<file path="config.mk">
export PLATFORM = sky130hd
export DESIGN_NAME = riscv_test_monitor
export DESIGN_NICKNAME = d
export VERILOG_FILES = /design/src/rtl/riscv_test_monitor_pkg.sv /design/src/rtl/riscv_test_monitor_sat_counter.sv /design/src/rtl/riscv_test_monitor.sv
export SDC_FILE = /design/constraint.sdc
export NUM_CORES = 1
export LEC_CHECK = 0
export ABC_AREA = 1
export BUFFER_PORTS_ARGS = -buffer_cell sky130_fd_sc_hd__buf_2
export CAP_MARGIN = 15
export CORE_ASPECT_RATIO = 1.4
export CORE_MARGIN = 8
export CORE_UTILIZATION = 51
export CTS_BUF_LIST = sky130_fd_sc_hd__clkbuf_16
export DETAILED_ROUTE_END_ITERATION = 10
export GPL_TIMING_DRIVEN = 0
export PLACE_DENSITY_LB_ADDON = 0.3
export SYNTH_ARGS = -nofsm -noshare
export SYNTH_HDL_FRONTEND = slang
export SYNTH_SLANG_ARGS = --single-unit
</file>
<file path="constraint.sdc">
create_clock -name clk -period 2.57 [get_ports clk]
set_clock_uncertainty 0.05 [all_clocks]
set_input_delay 0.257 -clock clk [delete_from_list [all_inputs] [get_ports clk]]
set_output_delay 0.257 -clock clk [all_outputs]
set_load 0.005 [all_outputs]
</file>
<file path="src/rtl/riscv_test_monitor_pkg.sv">
// Shared definitions for the riscv-tests end-of-test monitor:
// FSM state encodings, the pass test number and the default end-loop PC.
package riscv_test_monitor_pkg;

  typedef enum logic [2:0] {
    ST_IDLE    = 3'd0,
    ST_RUN     = 3'd1,
    ST_PASS    = 3'd2,
    ST_FAIL    = 3'd3,
    ST_TIMEOUT = 3'd4
  } state_e;

  // gp value that riscv-tests leaves behind on success
  localparam logic [31:0] TESTNUM_PASS   = 32'd1;

  // PC of the ecall/end loop in the standard riscv-tests link map
  localparam logic [31:0] DEFAULT_END_PC = 32'h0000_0044;

endpackage

</file>
<file path="src/rtl/riscv_test_monitor_sat_counter.sv">
// Saturating up-counter with synchronous clear; holds at all-ones.
module riscv_test_monitor_sat_counter #(
  parameter int W = 8
) (
  input  logic         clk,
  input  logic         rst,
  input  logic         clear,
  input  logic         inc,
  output logic [W-1:0] q
);

  localparam logic [W-1:0] ONE     = W'(1'b1);
  localparam logic [W-1:0] ALL_ONE = {W{1'b1}};

  // count register: reset/clear to zero, increment until all-ones
  always_ff @(posedge clk) begin
    if (rst) begin
      q <= '0;
    end else if (clear) begin
      q <= '0;
    end else if (inc && (q != ALL_ONE)) begin
      q <= q + ONE;
    end else begin
      q <= q;
    end
  end

endmodule

</file>
<file path="src/rtl/riscv_test_monitor.sv">
// End-of-test detector for riscv-tests runs. Watches pc/gp for the end loop,
// optionally a tohost store, and reports pass / fail(testnum) / timeout.
// Optional feature: define RISCV_TEST_MONITOR_TOHOST_EN to let tohost writes
// end the test; otherwise the tohost_* ports are present but ignored.
module riscv_test_monitor
  import riscv_test_monitor_pkg::*;
#(
  parameter int              XLEN           = 32,
  parameter logic [XLEN-1:0] END_PC         = XLEN'(DEFAULT_END_PC),
  parameter int              STABLE_CYCLES  = 2,
  parameter int              TIMEOUT_CYCLES = 5000,
  parameter int              CNT_W          = 32,
  parameter logic [XLEN-1:0] TOHOST_ADDR    = XLEN'(32'h0000_1000)
) (
  input  logic              clk,
  input  logic              rst,
  input  logic              start,
  input  logic              pc_valid,
  input  logic [XLEN-1:0]   pc,
  input  logic [XLEN-1:0]   gp,
  input  logic              tohost_we,
  input  logic [XLEN-1:0]   tohost_addr,
  input  logic [XLEN-1:0]   tohost_wdata,
  output logic              done,
  output logic              done_pulse,
  output logic              pass,
  output logic              fail,
  output logic              timeout,
  output logic [XLEN-2:0]   fail_testnum,
  output logic [CNT_W-1:0]  cycle_count
);

  // wide enough to hold STABLE_CYCLES
  localparam int SW = $clog2(STABLE_CYCLES + 1);

  state_e            state_r;
  state_e            state_next_s;
  logic [XLEN-2:0]   testnum_next_s;
  logic [SW-1:0]     stable_cnt_s;
  logic              in_run_s;
  logic              end_hit_s;
  logic              pc_verdict_s;
  logic              timeout_hit_s;
  logic              tohost_hit_s;

  assign in_run_s      = (state_r == ST_RUN);
  assign end_hit_s     = pc_valid && (pc == END_PC);
  // this cycle is the STABLE_CYCLES-th consecutive dwell at END_PC
  assign pc_verdict_s  = in_run_s && end_hit_s &&
                         (stable_cnt_s == SW'(STABLE_CYCLES - 1));
  assign timeout_hit_s = in_run_s && (cycle_count == CNT_W'(TIMEOUT_CYCLES - 1));

`ifdef RISCV_TEST_MONITOR_TOHOST_EN
  // tohost stores with bit 0 set terminate the test
  assign tohost_hit_s = in_run_s && tohost_we &&
                        (tohost_addr == TOHOST_ADDR) && tohost_wdata[0];
`else
  logic unused_tohost_s;
  assign unused_tohost_s = ^{tohost_we, tohost_addr, tohost_wdata};
  assign tohost_hit_s    = 1'b0;
`endif

  riscv_test_monitor_sat_counter #(.W(CNT_W)) u_cycle_cnt (
    .clk   (clk),
    .rst   (rst),
    .clear (1'b0),
    .inc   (in_run_s),
    .q     (cycle_count)
  );

  riscv_test_monitor_sat_counter #(.W(SW)) u_stable_cnt (
    .clk   (clk),
    .rst   (rst),
    .clear (!(in_run_s && end_hit_s)),
    .inc   (in_run_s && end_hit_s),
    .q     (stable_cnt_s)
  );

  // next state and verdict test number; tohost > PC > timeout
  always_comb begin
    state_next_s   = state_r;
    testnum_next_s = '0;
    case (state_r)
      ST_IDLE: begin
        if (start) begin
          state_next_s = ST_RUN;
        end else begin
          state_next_s = ST_IDLE;
        end
      end
      ST_RUN: begin
        if (tohost_hit_s) begin
          if (tohost_wdata == XLEN'(TESTNUM_PASS)) begin
            state_next_s = ST_PASS;
          end else begin
            state_next_s   = ST_FAIL;
            testnum_next_s = tohost_wdata[XLEN-1:1];
          end
        end else if (pc_verdict_s) begin
          if (gp == XLEN'(TESTNUM_PASS)) begin
            state_next_s = ST_PASS;
          end else begin
            state_next_s   = ST_FAIL;
            testnum_next_s = gp[XLEN-1:1];
          end
        end else if (timeout_hit_s) begin
          state_next_s = ST_TIMEOUT;
        end else begin
          state_next_s = ST_RUN;
        end
      end
      ST_PASS:    state_next_s = ST_PASS;
      ST_FAIL:    state_next_s = ST_FAIL;
      ST_TIMEOUT: state_next_s = ST_TIMEOUT;
      default:    state_next_s = ST_IDLE;
    endcase
  end

  // FSM state register
  always_ff @(posedge clk) begin
    if (rst) begin
      state_r <= ST_IDLE;
    end else begin
      state_r <= state_next_s;
    end
  end

  // sticky verdict flags, captured once on leaving RUN
  always_ff @(posedge clk) begin
    if (rst) begin
      done         <= 1'b0;
      done_pulse   <= 1'b0;
      pass         <= 1'b0;
      fail         <= 1'b0;
      timeout      <= 1'b0;
      fail_testnum <= '0;
    end else if (in_run_s && (state_next_s != ST_RUN)) begin
      done         <= 1'b1;
      done_pulse   <= 1'b1;
      pass         <= (state_next_s == ST_PASS);
      fail         <= (state_next_s == ST_FAIL);
      timeout      <= (state_next_s == ST_TIMEOUT);
      fail_testnum <= testnum_next_s;
    end else begin
      done_pulse   <= 1'b0;
    end
  end

endmodule

</file>
==> impl_metrics.sql <==
INSERT INTO impl_metrics (metric_group, metric, value, unit) VALUES
('final_layout', 'mostFrequentLayoutCell', 'sky130_fd_sc_hd__nand2_1', ''),
('timing', 'setup_viol', '0', ''),
('floorplanning', 'ios', '201', ''),
('final_layout', 'layout_common_cells', 'sky130_fd_sc_hd__nand2_1, sky130_fd_sc_hd__nor2_1, sky130_fd_sc_hd__buf_2', ''),
('setup_path', 'worst_r2r_endpoint', 'u_cycle_cnt.q[26]$_SDFFE_PP0P_', ''),
('synth', 'ys_seq_area_share', '34.8', '%'),
('synth', 'post-synth-top-area-cell', 'sky130_fd_sc_hd__dfxtp_1', ''),
('synth', 'synth_nets', '815', ''),
('drt', 'detailed_route_drc_error_count', '0', ''),
('setup_path', 'critPathCapture', 'u_cycle_cnt.q[26]$_SDFFE_PP0P_', ''),
('synth', 'netlist.area_leader.share', '34.8', '%'),
('global_routing', 'grt_max_degree', '13', ''),
('synth', 'synthesis.area', '4190', 'um^2'),
('drt', 'drt_wl_total', '14200', 'um'),
('timing', 'slew_viol_final', '0', ''),
('place', 'placed_cells_incl_taps', '915', ''),
('final_layout', 'finish.net_count', '960', ''),
('flow_run', 'cap_viol_max_count', '0', ''),
('timing', 'worst-slew-pin-transition', '0.579', 'ns'),
('synth', 'synth.lib_cells_used.distinct', '33', ''),
('drt', 'detail_route.wl_per_cell', '15.3', 'um'),
('clocking', 'clk-insertion-delay-late', '0.33', 'ns'),
('floorplanning', 'die_area', '11400', 'um^2'),
('worst_hold_path', 'worst_hold_class', 'in2reg', ''),
('clocking', 'clk_path_buf_depth', '2', ''),
('setup_path', 'worst_ep_arrival_time', '2.59', 'ns'),
('pwr', 'areal_power_density_over_the_cells', '498', 'nW/um^2'),
('place', 'io_buffer_count', '134', ''),
('timing', 'grt_setup_unrepaired', 'false', ''),
('clocking', 'cts_num_sinks', '73', ''),
('drt', 'dr.pass1.iters', '5', ''),
('place', 'globalplace.congestion', '0.961', ''),
('setup_path', 'ff_to_ff_setup_slack', '0.12', 'ns'),
('clocking', 'cts_tree', 'yes', ''),
('floorplanning', 'dieHeight', '123', 'um'),
('global_routing', 'grt_pass1_vias', '4855', ''),
('place', 'post-dp-hpwl', '11200', 'um'),
('pwr', 'worst_ir_drop_vdd', '0.000327', 'V'),
('clocking', 'clock-root-buffer', 'sky130_fd_sc_hd__clkbuf_16', ''),
('synth', 'netlist_instances', '679', ''),
('drt', 'num_vias', '4927', ''),
('floorplanning', 'rows', '39', ''),
('timing', 'finalCriticalPeriod', '2.45', 'ns'),
('global_routing', 'grt_util_all_layers', '24.6', '%'),
('outcome', 'status', 'finished, final reports clean', ''),
('setup_path', 'criticalPathCategory', 'reg2reg', ''),
('setup_path', 'start_kind', 'register', ''),
('setup_path', 'r2r-start', 'u_cycle_cnt.q[0]$_SDFFE_PP0P_', ''),
('synth', 'synth.avg_cell_area', '6.18', 'um^2'),
('timing', 'fmax', '408', 'MHz'),
('global_routing', 'grt_overflow_total', '0', ''),
('synth', 'synth.yosys.warnings', '0', ''),
('final_layout', 'final_layout_size_suffix_gt1_share', '21.1', '%'),
('clocking', 'cts_inserted_buffers', '9', ''),
('clocking', 'htree_levels', '3', ''),
('global_routing', 'antenna_violations_before_repair', '0', ''),
('global_routing', 'grt_first_pass_wirelength', '22500', 'um'),
('floorplanning', 'die_w', '92.6', 'um'),
('drt', 'drt_iter0_drc', '243', ''),
('synth', 'synth_seq_cells', '73', ''),
('setup_path', 'path_max_fanout', '10', ''),
('worst_hold_path', 'hold_depth', '3', ''),
('final_layout', 'post_layout_nonfiller_instances', '931', ''),
('drt', 'antenna_left', '0', ''),
('floorplanning', 'effective_utilization_at_floorplan', '51.8', '%'),
('setup_path', 'critical_path.startpoint', 'u_cycle_cnt.q[0]$_SDFFE_PP0P_', ''),
('final_layout', 'area_growth_syn_to_layout', '26.6', '%'),
('setup_path', 'worstSetupEndpointType', 'register', ''),
('setup_path', 'reg2regPathDepth', '11', ''),
('timing', 'slew_headroom', '61.4', '%'),
('clocking', 'number_of_post_cts_setup_repair_buffers', '0', ''),
('final_layout', 'ant_cells', '0', ''),
('pwr', 'leakage', '2.40', 'nW'),
('timing', 'post_route_clock_period_utilization', '95.3', '%'),
('clocking', 'path_clk_slew', '0.06', 'ns'),
('drt', 'viasPerCell', '5.29', ''),
('timing', 'hold_violations', '0', ''),
('setup_path', 'required', '2.71', 'ns'),
('timing', 'fin_tns_setup', '0', 'ns'),
('synth', 'synth_top_cells_by_area', 'sky130_fd_sc_hd__dfxtp_1, sky130_fd_sc_hd__nand2_1, sky130_fd_sc_hd__nor2_1', ''),
('floorplanning', 'fp.coreArea', '8100', 'um^2');
[worst min-delay path by stage]
| stage | start | endpoint | slack (ns) |
|---|---|---|---|
| global route | start | state_r[0]$_SDFF_PP0_ | 0.19 |
| CTS | start | state_r[0]$_SDFF_PP0_ | 0.16 |
| floorplan | start | state_r[0]$_SDFF_PP0_ | 0.39 |
| finish | start | state_r[0]$_SDFF_PP0_ | 0.17 |
| global placement | done$_SDFFE_PP0P_ | done$_SDFFE_PP0P_ | 0.40 |
| detailed placement | pass$_SDFFE_PP0P_ | pass$_SDFFE_PP0P_ | 0.42 |
[report_power, final]
group          internal (W)  total [W]  switching, W
sequential          0.00114    0.00114    0.00000646
combinational     0.0000737   0.000187      0.000113
clock              0.000841    0.00132      0.000476
[kinds of logic after synthesis]
family                     synth area share (%)
adders and majority gates                 0.895
AOI/OAI and AO/OA                          5.31
buffers and inverters                      8.06
DFF                                        34.8
xor gates and xnor gates                   2.92
and+or+nand+nor                            48.0
[synthesized netlist by cell type, drive strengths merged]
library cell  count
dfxtp            73
nor3             25
nor4              2
o21bai            1
nand2           196
xor2             12
o211ai            1
nor3b             2
and3              2
nand3b            5
xnor2             2
nand4            37
nor2            164
buf              16
clkbuf           14
o21a              1
ha                3
a211oi            4
or2               2
nand3            34
a21oi            26
inv              49
o21ai             8
[critical path: stages (launching register included)]
cell,delay [ns]
sky130_fd_sc_hd__dfxtp_1,0.43
sky130_fd_sc_hd__ha_1,0.33
sky130_fd_sc_hd__nand2_1,0.16
sky130_fd_sc_hd__nor3_4,0.28
sky130_fd_sc_hd__nand2_1,0.09
sky130_fd_sc_hd__nor2_1,0.17
sky130_fd_sc_hd__nand2_1,0.09
sky130_fd_sc_hd__nand2_2,0.13
sky130_fd_sc_hd__inv_2,0.08
sky130_fd_sc_hd__clkbuf_1,0.28
sky130_fd_sc_hd__nand2_1,0.15
sky130_fd_sc_hd__a21oi_1,0.07
[registers in the layout, summed over array words and instances (netlist names)]
name and cells:
pass 1, timeout 1, state_r 3, u_cycle_cnt.q 32, done_pulse 1, u_stable_cnt.q 2
fail_testnum 31, done 1, fail 1
[metal layers]
layer  global-route usage (%)  vias up  wire length [um]
li1                         -     2468                 -
met1                     23.2     2219              4940
met2                     47.0      192              7590
met3                     6.44       48              1090
met4                     14.0        0               607
met5                        0        -                 0
[layout make-up]
class	instances	area, um^2
buffer	30	154
clock buffer	9	225
fill	789	2790
multi-input combinational	527	2400
tap	102	128
clock inverter	7	85.1
inverter	49	184
sequential	73	1460
timing repair buffer	134	671
[through the flow]
stage / worst slack (ns) / utilization [%] / instance area [um^2] / total power (W) / hold WS, ns
floorplan: 0.801 / - / 4190 / 0.00125 / 0.395
global placement: 0.173 / 61.6 / 4990 / 0.00135 / 0.396
detailed placement: 0.144 / 61.6 / 4990 / 0.00135 / 0.419
CTS: 0.101 / 65.5 / 5300 / 0.00267 / 0.165
global route: 0.0326 / 65.5 / 5310 / 0.00274 / 0.190
finish: 0.121 / 65.5 / 5310 / 0.00265 / 0.171
[timing repair]
item | in CTS | in global routing
hold buffers | 0 | 0
resized for setup | 0 | 1
endpoints found under the setup margin | 0 | 5
(Power assumes the default switching activity.)
